### config.mk
export PLATFORM = sky130hd
export DESIGN_NAME = uart_cfg_rx
export DESIGN_NICKNAME = d
export VERILOG_FILES = /design/src/rtl/uart_pkg.sv /design/src/rtl/uart_rx_byte.sv /design/src/rtl/uart_cfg_rx.sv
export SDC_FILE = /design/constraint.sdc
export NUM_CORES = 1
export LEC_CHECK = 0
export CAP_MARGIN = 20
export CORE_ASPECT_RATIO = 1.4
export CORE_MARGIN = 5
export CORE_UTILIZATION = 45
export DETAILED_ROUTE_END_ITERATION = 8
export PLACE_DENSITY_LB_ADDON = 0.15
export SYNTH_ARGS = -nofsm -noshare
export SYNTH_HDL_FRONTEND = slang
export SYNTH_HIERARCHICAL = 1
export SYNTH_SLANG_ARGS = --single-unit
### constraint.sdc
create_clock -name clk -period 2.9 [get_ports clk]
set_clock_uncertainty 0.1 [all_clocks]
set_input_delay 0.58 -clock clk [delete_from_list [all_inputs] [get_ports clk]]
set_output_delay 0.58 -clock clk [all_outputs]
set_load 0.03 [all_outputs]
### src/rtl/uart_pkg.sv
// Shared types and default constants for the UART configuration receiver.
package uart_pkg;

  typedef enum logic [2:0] {
    IDLE,
    START,
    DATA,
    PARITY,
    STOP
  } rx_state_t;

  typedef enum logic {
    ADDR,
    VALUE
  } frame_state_t;

  localparam int UART_CLK_DIV = 52;
  localparam int UART_N_PAR   = 5;

endpackage

### src/rtl/uart_rx_byte.sv
// Serial byte receiver: 2-FF synchroniser plus mid-bit sampling FSM.
// Optional even parity bit when UART_CFG_PARITY_EN is defined.
module uart_rx_byte
  import uart_pkg::*;
#(
  parameter int CLK_DIV = UART_CLK_DIV,
  parameter int PAR_W   = 8
) (
  input  logic             clk,
  input  logic             rst,
  input  logic             i_rx,
  output logic             o_byte_vld,
  output logic [PAR_W-1:0] o_byte_data,
  output logic             o_frame_err,
  output logic             o_busy
);

  localparam int CNT_W = $clog2(CLK_DIV);
  localparam int BIT_W = $clog2(PAR_W + 1);

  logic [1:0]       r_sync;
  logic [1:0]       r_armed;
  logic             r_prev;
  rx_state_t        r_state, w_state;
  logic [CNT_W-1:0] r_cnt, w_cnt;
  logic [BIT_W-1:0] r_bits, w_bits;
  logic [PAR_W-1:0] r_shift, w_shift;
  logic             w_vld, w_ferr;
  logic             w_rx, w_fall;
`ifdef UART_CFG_PARITY_EN
  logic             r_par, w_par;
`endif

  assign w_rx        = r_sync[1];
  // r_prev only goes high once the synchroniser holds a real pin sample, so a
  // line that is low at reset release cannot fake a start edge.
  assign w_fall      = r_prev & ~w_rx;
  assign o_byte_data = r_shift;
  assign o_busy      = (r_state != IDLE);

  always_ff @(posedge clk or posedge rst) begin
    if (rst) begin
      r_sync      <= '1;
      r_armed     <= '0;
      r_prev      <= 1'b0;
      r_state     <= IDLE;
      r_cnt       <= '0;
      r_bits      <= '0;
      r_shift     <= '0;
      o_byte_vld  <= 1'b0;
      o_frame_err <= 1'b0;
`ifdef UART_CFG_PARITY_EN
      r_par       <= 1'b0;
`endif
    end else begin
      r_sync      <= {r_sync[0], i_rx};
      r_armed     <= {r_armed[0], 1'b1};
      r_prev      <= r_armed[1] & w_rx;
      r_state     <= w_state;
      r_cnt       <= w_cnt;
      r_bits      <= w_bits;
      r_shift     <= w_shift;
      o_byte_vld  <= w_vld;
      o_frame_err <= w_ferr;
`ifdef UART_CFG_PARITY_EN
      r_par       <= w_par;
`endif
    end
  end

  always_comb begin
    w_state = r_state;
    w_cnt   = r_cnt;
    w_bits  = r_bits;
    w_shift = r_shift;
    w_vld   = 1'b0;
    w_ferr  = 1'b0;
`ifdef UART_CFG_PARITY_EN
    w_par   = r_par;
`endif
    case (r_state)
      IDLE: begin
        if (w_fall) begin
          w_state = START;
          w_cnt   = CNT_W'(CLK_DIV / 2 - 1);
        end
      end
      START: begin
        if (r_cnt == '0) begin
          if (!w_rx) begin
            w_state = DATA;
            w_cnt   = CNT_W'(CLK_DIV - 1);
            w_bits  = '0;
`ifdef UART_CFG_PARITY_EN
            w_par   = 1'b0;
`endif
          end else begin
            w_state = IDLE;
          end
        end else begin
          w_cnt = r_cnt - 1'b1;
        end
      end
      DATA: begin
        if (r_cnt == '0) begin
          w_shift = {w_rx, r_shift[PAR_W-1:1]};
          w_cnt   = CNT_W'(CLK_DIV - 1);
`ifdef UART_CFG_PARITY_EN
          w_par   = r_par ^ w_rx;
`endif
          if (r_bits == BIT_W'(PAR_W - 1)) begin
`ifdef UART_CFG_PARITY_EN
            w_state = PARITY;
`else
            w_state = STOP;
`endif
          end else begin
            w_bits = r_bits + 1'b1;
          end
        end else begin
          w_cnt = r_cnt - 1'b1;
        end
      end
`ifdef UART_CFG_PARITY_EN
      PARITY: begin
        if (r_cnt == '0) begin
          // Running XOR over data and parity bit is 0 for a valid even parity.
          w_par   = r_par ^ w_rx;
          w_cnt   = CNT_W'(CLK_DIV - 1);
          w_state = STOP;
        end else begin
          w_cnt = r_cnt - 1'b1;
        end
      end
`endif
      STOP: begin
        if (r_cnt == '0) begin
          w_state = IDLE;
`ifdef UART_CFG_PARITY_EN
          w_vld   = w_rx & ~r_par;
`else
          w_vld   = w_rx;
`endif
          w_ferr  = ~w_vld;
        end else begin
          w_cnt = r_cnt - 1'b1;
        end
      end
      default: w_state = IDLE;
    endcase
  end

endmodule

### src/rtl/uart_cfg_rx.sv
// UART configuration receiver: index/value write frames into a register bank.
// Define UART_CFG_PARITY_EN to expect an even parity bit on every byte.
module uart_cfg_rx
  import uart_pkg::*;
#(
  parameter int CLK_DIV      = UART_CLK_DIV,
  parameter int N_PAR        = UART_N_PAR,
  parameter int PAR_W        = 8,
  parameter int TIMEOUT_BITS = 20
) (
  input  logic                        clk,
  input  logic                        rst,
  input  logic                        uart_data,
  output logic [N_PAR-1:0][PAR_W-1:0] par,
  output logic [N_PAR-1:0]            par_upd,
  output logic                        frame_err,
  output logic                        addr_err,
  output logic                        busy
);

  localparam int             TMO_LOAD = TIMEOUT_BITS * CLK_DIV - 1;
  localparam int             TMO_W    = $clog2(TMO_LOAD + 1);
  localparam logic [PAR_W:0] NPAR_L   = (PAR_W + 1)'(N_PAR);

  logic             w_byte_vld, w_ferr, w_rx_busy;
  logic [PAR_W-1:0] w_byte_data;
  frame_state_t     r_fstate, w_fstate;
  logic [PAR_W-1:0] r_idx, w_idx;
  logic [TMO_W-1:0] r_tmo, w_tmo;
  logic [N_PAR-1:0] w_upd;
  logic             w_aerr;

  uart_rx_byte #(
    .CLK_DIV (CLK_DIV),
    .PAR_W   (PAR_W)
  ) u_rx (
    .clk         (clk),
    .rst         (rst),
    .i_rx        (uart_data),
    .o_byte_vld  (w_byte_vld),
    .o_byte_data (w_byte_data),
    .o_frame_err (w_ferr),
    .o_busy      (w_rx_busy)
  );

  assign frame_err = w_ferr;
  assign busy      = w_rx_busy | (r_fstate == VALUE);

  always_ff @(posedge clk or posedge rst) begin
    if (rst) begin
      r_fstate <= ADDR;
      r_idx    <= '0;
      r_tmo    <= '0;
      par      <= '0;
      par_upd  <= '0;
      addr_err <= 1'b0;
    end else begin
      r_fstate <= w_fstate;
      r_idx    <= w_idx;
      r_tmo    <= w_tmo;
      par_upd  <= w_upd;
      addr_err <= w_aerr;
      for (int unsigned i = 0; i < N_PAR; i++) begin
        if (w_upd[i]) par[i] <= w_byte_data;
      end
    end
  end

  always_comb begin
    w_fstate = r_fstate;
    w_idx    = r_idx;
    w_tmo    = r_tmo;
    case (r_fstate)
      ADDR: begin
        if (w_byte_vld) begin
          w_fstate = VALUE;
          w_idx    = w_byte_data;
          w_tmo    = TMO_W'(TMO_LOAD);
        end
      end
      VALUE: begin
        if (w_byte_vld || w_ferr) begin
          w_fstate = ADDR;
        end else if (!w_rx_busy) begin
          // Timeout only counts idle line time, never a byte in progress.
          if (r_tmo == '0) w_fstate = ADDR;
          else             w_tmo    = r_tmo - 1'b1;
        end
      end
      default: w_fstate = ADDR;
    endcase
  end

  always_comb begin
    w_upd = '0;
    for (int unsigned i = 0; i < N_PAR; i++) begin
      w_upd[i] = (r_fstate == VALUE) && w_byte_vld && (r_idx == PAR_W'(i));
    end
    w_aerr = (r_fstate == VALUE) && w_byte_vld && ({1'b0, r_idx} >= NPAR_L);
  end

endmodule

==> Yosys cells after proc, flatten, opt, wreduce, memory -nomap -nowiden <==
Cells that the tools add are included.
Widths: inputs -> output; s select.
{ "classes": {"order_cmp": 1, "add_sub_neg": 3, "bitwise": 5, "reduce_logical": 21, "muxes": 32, "eq_ne": 21} }
{ "ops": {"columns": ["operator", "n"], "rows": [
  ["$mux 11", 4],
  ["$mux 6", 5],
  ["$pmux 6 s4", 1],
  ["$pmux 11 s2", 1],
  ["$eq 8x2->1 const B", 2],
  ["$mux 4", 4],
  ["$mux 3", 5],
  ["$ne 2x1->1 const B", 6],
  ["$ne 2x2->1 const B", 6],
  ["$pmux 3 s4", 1],
  ["$logic_not 11->1", 1],
  ["$sub 11x1->11 const B", 1],
  ["$reduce_and 5->1", 2],
  ["$eq 8x1->1 const B", 1],
  ["$eq 8x3->1 const B", 1],
  ["$ge 8x3->1 const B", 1],
  ["$logic_not 8->1", 1],
  ["$mux 1", 8],
  ["$pmux 4 s2", 1],
  ["$reduce_and 4->1", 2],
  ["$logic_and 1x1->1", 7],
  ["$logic_not 6->1", 1],
  ["$sub 6x1->6 const B", 1],
  ["$add 4x1->4 const B", 1],
  ["16 further kinds", 19]
]} }
{ "totals": {"out_inout_bits": 48, "elab_cells": 102, "regBits": 94} }

==> Depth between registers and ports, before layout <==
Gate-level depths: netlist of the first run.
{ "depth": {"word_depth": 5, "ltp_mapped": 7} }

==> Cells and area by module <==
The synthesis of the first run kept the hierarchy.
{ "by_module_without_submodules": {"columns": ["module", "instances", "cells_per_inst", "area_per_inst_um2", "seq_area_each_um2"], "rows": [
  ["uart_cfg_rx", 1, 210, 2703.8, 1651.6],
  ["uart_rx_byte", 1, 135, 1460.2, 703.2]
]} }

==> Least setup slack after synthesis of the first run <==
No wires, ideal clock.
{ "synth_timing": {"path_type": "register to register", "from": "reg u_rx.r_state[2]", "to": "reg r_tmo[9]", "path_stages_with_launch": 8, "synth_period_minus_slack_ps": 2391, "path_buffers": 2, "t_arrival_ps": 2213, "required_time_ps": 2722, "slack_ps": 509, "cell_sequence": "dfrtp_1 > buf_2 > clkbuf_1 > or3_1 > nor4b_2 > o211ai_1 > or4b_1 > a21oi_1"} }
{ "synth_between": {"elab_chain_len": 3} }
{ "synth_lines": {"columns": ["element", "line_no", "rtl"], "rows": [
  ["start: declaration", "uart_rx_byte.sv:24", "rx_state_t r_state, w_state;"],
  ["start signal: assignment", "uart_rx_byte.sv:59", "r_state <= w_state;"],
  ["$reduce_bool 3->1", "uart_rx_byte.sv:39", "assign o_busy = (r_state != IDLE);"],
  ["net w_rx_busy", "uart_cfg_rx.sv:25", "logic w_byte_vld, w_ferr, w_rx_busy;"],
  ["$ne 2x2->1 (no line)", null, null],
  ["$reduce_and 4->1 (no line)", null, null],
  ["end signal: assignment", "uart_cfg_rx.sv:60", "r_tmo <= w_tmo;"],
  ["end: declaration", "uart_cfg_rx.sv:29", "logic [TMO_W-1:0] r_tmo, w_tmo;"]
]} }
The timed path passes the listed nets, and every way through them passes these cells.
A chain may end at the register's enable or synchronous reset.

==> Worst setup path in the final report of the first run <==
{ "layout_timing": {"from": "reg u_rx.r_state[1]", "to": "out busy"} }
{ "layout_between": {"elab_chain_len": 2} }
{ "layout_lines": {"columns": ["element", "line_no", "rtl"], "rows": [
  ["$reduce_bool 3->1", "uart_rx_byte.sv:39", null],
  ["net w_rx_busy", "uart_cfg_rx.sv:25", null],
  ["$or 1x1->1", "uart_cfg_rx.sv:47", "assign busy = w_rx_busy | (r_fstate == VALUE);"],
  ["end: declaration", "uart_cfg_rx.sv:18", "output logic busy"]
]} }
The timed path passes the listed nets, and every way through them passes these cells.

==> results of run 1 <==
routing by layer:
layer  routed length (um)  vias to the layer above  track usage [%]
met3                  230                       11            3.202
met5                    0                        -                0
li1                     -                     1359                -
met2                 4455                       49            26.76
met4                  140                        0            6.881
met1                 3613                     1411            18.86
cells in the mapped netlist, drive strengths merged, types with 3 or more instances:
master / n
ha: 3
buf: 5
or3: 6
nor2: 16
nand3: 7
or4: 5
xnor2: 3
nand3b: 4
nor4: 7
nor3b: 5
clkbuf: 7
inv: 11
mux2i: 3
nand2: 37
nand2b: 5
nor3: 12
dfrtp: 92
nor2b: 6
o211ai: 3
mux2: 49
a21oi: 10
o21ai: 8
o41ai: 4
state kept, by name (all words and copies together) (netlist names), 3 cells and up:
name	flops
par_upd	5
u_rx/r_cnt	6
par	40
u_rx/o_byte_data	8
u_rx/r_bits	4
r_tmo	11
u_rx/r_state	3
r_idx	8
worst max-delay path, delay by kind of cell (launching register included):
kind,cells,cell delay (ps)
DFF,1,520
and+or+nand+nor,2,710
buffers and inverters,1,240
cell type report:
cell class	count	area, um2	share of cell area [%]
Inverter	11	41.29	0.8130
Sequential cell	94	2355	46.37
Multi-Input combinational cell	228	1710	33.68
Tap cell	107	133.9	2.636
Timing Repair Buffer	56	560.5	11.04
Clock buffer	12	246.5	4.853
Clock inverter	4	31.28	0.6159
worst paths after layout:
check / endpoint / slack [ps] / depth (start not counted)
setup / recovery: busy / 420 / 3
hold / removal: u_rx/r_armed[1] / 250 / 0
setup reg to reg: r_tmo[9] / 500 / 5
hold reg to reg: u_rx/r_armed[1] / 250 / 0
max in group asynchronous: u_rx/r_sync[0] / 1820 / 3
min in group asynchronous: r_tmo[1] / 560 / 3
power by group:
part           internal (mW)  switching, mW  total (mW)
sequential              1.36         0.0712        1.44
clock                  0.610          0.475        1.08
combinational          0.232          0.283       0.515
total                   2.21          0.830        3.04
logic make-up (layout without fill, tap and decap cells):
logic type | count (synthesis) | count (layout) | share of synthesized area [%]
AO/OA/AOI/OAI | 47 | 47 | 8.354
XOR/XNOR | 4 | 4 | 0.8415
adder cells (fa/ha/maj) | 3 | 3 | 0.9015
buffers and inverters | 23 | 83 | 2.374
flip-flops | 94 | 94 | 56.55
multiplexers | 52 | 52 | 14.06
other | 1 | 1 | 0.09006
AND/OR/NAND/NOR | 121 | 121 | 16.83
==> metrics.md, run 1 <==
| Metric | Value |
|---|---|
| Die width | 91.30 um |
| CTS Sinks | 94 |
| Clock latency at the later pin of the worst-skew pair | 330 ps |
| Post-DP HPWL | 5866 um |
| Post-cts repair resize count | 0 |
| Root buffer cell | clkbuf_16 |
| Util after Layout | between 50% and 60% |
| Critical path startpoint category | flop |
| Level count of the clock H-tree | 3 |
| Async SR Flop Fraction | 100.0% |
| Worst hold slack | roughly 250 ps |
| Drt first pass iters | 4 |
| Final worst slack | roughly 420 ps |
| Grt total ovfl | 0 |
| GRT Util Overall | between 10% and 20% |
| Ys flop type | dfrtp_1 |
| Worst slew margin | a little over 60% |
| WP data required | about 2200 ps |
| Largest net degree at the start of global routing | 67 |
| DRC errors left | 0 |
| Worst Setup Path Type | flop to output port |
| Area grow syn2layout | 21.97% |
| Period utilisation layout | between 80% and 90% |
| Pins over their slew limit | 0 |
| Synth Register Bits | 94 |
| Status | finished clean |
| Dpl cell area | 4798 um2 |
| Synth warnings | 6 |
| Reg-to-reg startpoint | u_rx/r_state[1] |
| IO Port Bufs | 50 |
| Clock-pin slew on the worst setup and hold paths | around 60 ps |
| Commonest non-fill, non-tap cell in the layout | dfrtp_1 |
| Total core area | between 9000 and 10,000 um2 |
| Diodes inserted | 0 |
| CTS tree | built |
| CTS Buf Count | 9 |
| Total Wirelength | 8439 um |
| Hold Crit Class | flop to flop |
| Nets | 406 |
| Pwr dens | approximately 600 nW/um2 |
| Count of cell types in the netlist | slightly above 60 |
| Slew @ Worst Pin | between 500 and 600 ps |
| Most frequent cells in the layout | 92 x dfrtp_1, 49 x clkdlybuf4s50_1, 48 x mux2_2, 35 x nand2_1, 16 x nor2_1 |
| Cell area after layout | 5079 um2 |
| Crit path time final | roughly 2500 ps |
| Post-DR wirelength/cell | 16.48 um |
| IO Count | just over 50 |
| Post-DRT Antenna Nets | 0 |
| CTS Buffer Depth | 2 |
| Non-filler cells, final | 512 |
| CP Cell Sequence | or3_1 -> or2_2 -> dlymetal6s2s_1 |
| Min-Delay Startpoint | u_rx/r_armed[0] |
| CP Capture Type | output port |
| Die Height | between 100 and 150 um |
| Tot Pwr | 3.036 mW |
| Fmax | about 400 MHz |
| DRT iter0 DRCs | about 110 |
| Setup Buffers After CTS | 0 |
| RSZ-0062 raised after global routing | false |
| CP Max Fanout | 14 |
| Synth area leader | dfrtp_1 |
| Dpl ws | 416.0 ps |
| Final Setup Violations | 0 |
| Post-synth top area share | about 55% |
| Vias | approximately 2,800 |
| Fin. Hold Viols | 0 |
| Placed insts | 496 |
| Crit path launch | u_rx/r_state[1] |
| Layout cells sized above 1 | approximately 22% |
| Post-synth EDFFs | 0 |
| Post-Syn Area per Cell | around 12 um2 |
| Worst Path Arrival | between 1500 and 2000 ps |
| Initial Utilization | roughly 46% |
| Top cells by area, synth | dfrtp_1 55%, mux2_2 13%, nand2_1 3.2% |
| Seq/Total Area, Yosys | 56.55% |
| First-pass GRT wire length | around 14,000 um |
| Vias in the first global route | about 2,800 |
| Area of the die | approximately 11,000 um2 |
| Cell Area, Synth | about 4200 um2 |
| Layout fillers | ~780 |
| LEAKAGE | approximately 2.4 nW |
| Via-to-Cell Ratio | about 5.5 |
| GPL Wtd Cong | about 0.81 |
| Largest stage delay, worst path | ~520 ps |
| Syn nets | around 350 |
| Initial antenna violation count | 0 |
| Total negative slack | 0 ps |
| VDD IR-drop max | 0.0003846 V |
| Max Cap Viol | 0 |
| Cell count after synthesis | about 350 |
| Slowest-stage cell, CP | dfrtp_1 |
| Hold buffer count at cts | 0 |
| FP Rows | 41 |
(Power assumes the default switching activity.)
==> run 2: changes to the inputs <==
CORE_ASPECT_RATIO = unset   (was 1.4)
==> metrics.md, run 2 (synthesis gave the netlist of run 1 again) <==
| Metric | Value |
|---|---|
| Status | finished clean |
| CP Depth | 3 |
| Worst hold slack | 251.8 ps |
| Util after Layout | 54.97% |
| Sequential Power Share | 51.1% |
| Initial antenna violation count | 0 |
| Fmax | 359.1 MHz |
| Regs by FF count | par (40), r_tmo (11) |
| DRT iter0 DRCs | roughly 110 |
| Commonest non-fill, non-tap cell in the layout | dfrtp_1 |
| Drt first pass iters | 4 |
| CP Max Fanout | 14 |
| DR top layer | met4 |
| Largest delay share family, worst path | simple AND/OR/NAND/NOR gates |
| Vias in the first global route | 2,828 |
| Switch share | between 20% and 30% |
| Cells on worst reg2reg path | 5 |
| Worst Path Arrival | 2100 ps |
| DR WL met3 | between 300 and 400 um |
| Worst Setup Path Type | flop to output port |
| Layout fillers | about 800 |
| Final Setup Violations | 0 |
| Number of flip-flops in the largest register | 40 |
| CP Cell Sequence | or3_1 -> or2_2 -> clkdlybuf4s50_1 |
| CP Capture Type | output port |
| WP data required | approximately 2200 ps |
| Total core area | 9109 um2 |
| Fin. Hold Viols | 0 |
| Pins over their slew limit | 0 |
| RSZ-0062 raised after global routing | false |
| Area of the die | approximately 11,000 um2 |
| Worst slew margin | between 60% and 70% |
| Nets | 407 |
| Clock network fraction of total power | slightly above 30% |
| CTS Buf Count | 9 |
| Post-DR wirelength/cell | between 15 and 20 um |
| Clock latency at the later pin of the worst-skew pair | between 300 and 400 ps |
| Dpl ws | between 400 and 500 ps |
| P_int | 1.996 mW |
| Final worst slack | 115.5 ps |
| Largest reg by FF count | par |
| IO Count | approximately 50 |
| IO Port Bufs | 50 |
| Hold path depth | 0 |
| Post-DP HPWL | between 5000 and 6000 um |
| Clock-pin slew on the worst setup and hold paths | approximately 90 ps |
| Combinational fraction of design power | between 15 and 20% |
| Critical path startpoint category | flop |
| CTS Buffer Depth | 2 |
| Diodes inserted | 0 |
| VDD IR-drop max | ~0.00037 V |
| WL met1 | ~3800 um |
| First-pass GRT wire length | 14,340 um |
| Tot Pwr | 2.813 mW |
| Largest net degree at the start of global routing | 67 |
| Die width | roughly 110 um |
| FP Rows | 35 |
| Vias | 2,855 |
| Total Wirelength | 8271 um |
| WL met2 | 4079 um |
| Max Cap Viol | 0 |
| Layout cells sized above 1 | about 22% |
| Slew @ Worst Pin | 568.1 ps |
| Via-to-Cell Ratio | about 5.5 |
| Largest stage delay, worst path | roughly 590 ps |
| Worst Path Buf+Inv | 1 |
| Slowest-stage cell, CP | clkdlybuf4s50_1 |
| CTS Sinks | 94 |
| Crit path time final | ~2800 ps |
| Hold Crit Class | flop to flop |
| LEAKAGE | roughly 2.3 nW |
| Area grow syn2layout | 20.25% |
| GPL Wtd Cong | about 0.74 |
| Most frequent cells in the layout | 91 x dfrtp_1, 50 x clkdlybuf4s50_1, 48 x mux2_2, 35 x nand2_1, 16 x nor2_1 |
| Total negative slack | 0 ps |
| Die Height | 106.2 um |
| Level count of the clock H-tree | 3 |
| Period utilisation layout | between 90% and 100% |
| CTS tree | built |
| Hold buffer count at cts | 0 |
| P_sw | roughly 0.8 mW |
| GRT Util Overall | between 10% and 20% |
| Post-DRT Antenna Nets | 0 |
| Grt total ovfl | 0 |
| Pwr dens | 561.8 nW/um2 |
| DRC errors left | 0 |
| Initial Utilization | roughly 46% |
| Root buffer cell | clkbuf_8 |
## run 2: changes by cell type in the layout (fill, tap and decap cells not counted), moves of 2 or more
cell	change
clkbuf_16	-9
clkbuf_8	+8
clkbuf_1	-2
clkinvlp_4	+2
## run 2: metrics by stage
stage          cells  instance area (um2)
6_report         516                 5007
5_1_grt          516                 5007
4_1_cts          516                 5006
3_5_place_dp     501                 4811
3_3_place_gp     501                 4811
2_1_floorplan    345                 4164
## run 2: worst paths after layout
path                                 startpoint              end  slack (ps)
worst min register to register  u_rx/r_armed[0]  u_rx/r_armed[1]         250
max in group asynchronous                   rst   u_rx/r_sync[1]        1650
worst min-delay path            u_rx/r_armed[0]  u_rx/r_armed[1]         250
worst max register to register  u_rx/r_state[1]         r_tmo[9]         510
worst max-delay path            u_rx/r_state[1]             busy         120
min in group asynchronous                   rst    u_rx/r_cnt[5]         430
## run 2: cell type report
class,instances,area [um2],share of cell area [%]
Sequential cell,94,2356,47.05
Multi-Input combinational cell,228,1710,34.16
Inverter,11,41.29,0.8246
Clock buffer,9,123.9,2.474
Tap cell,111,138.9,2.774
Timing Repair Buffer,57,565.5,11.29
Clock inverter,6,71.32,1.424
## run 2: power by group through the flow
stage	logic (mW)	clock network [mW]	registers [mW]
after global placement	0.504	0	1.46
after global routing	0.574	0.945	1.45
after detailed placement	0.518	0	1.46
after floorplan	0.418	0	1.45
final	0.514	0.862	1.44
after CTS	0.520	0.887	1.44
## run 2: per-layer routing
layer | up-vias | GRT usage (%)
met2 | 66 | 25.75
met3 | 10 | 2.247
met5 | - | 0
met1 | 1422 | 21.52
met4 | 0 | 5.828
li1 | 1357 | -
## run 2: worst register-to-register path, stage by stage (launching register included)
cell,delay [ps]
dfrtp_2,500
or3_1,380
nor4b_2,450
o211ai_1,230
or4b_1,500
a21oi_1,160
## run 2: what timing repair did
item	CTS	global route
buffers inserted	0	0
resized for setup	0	1
endpoints found under the setup margin	0	1
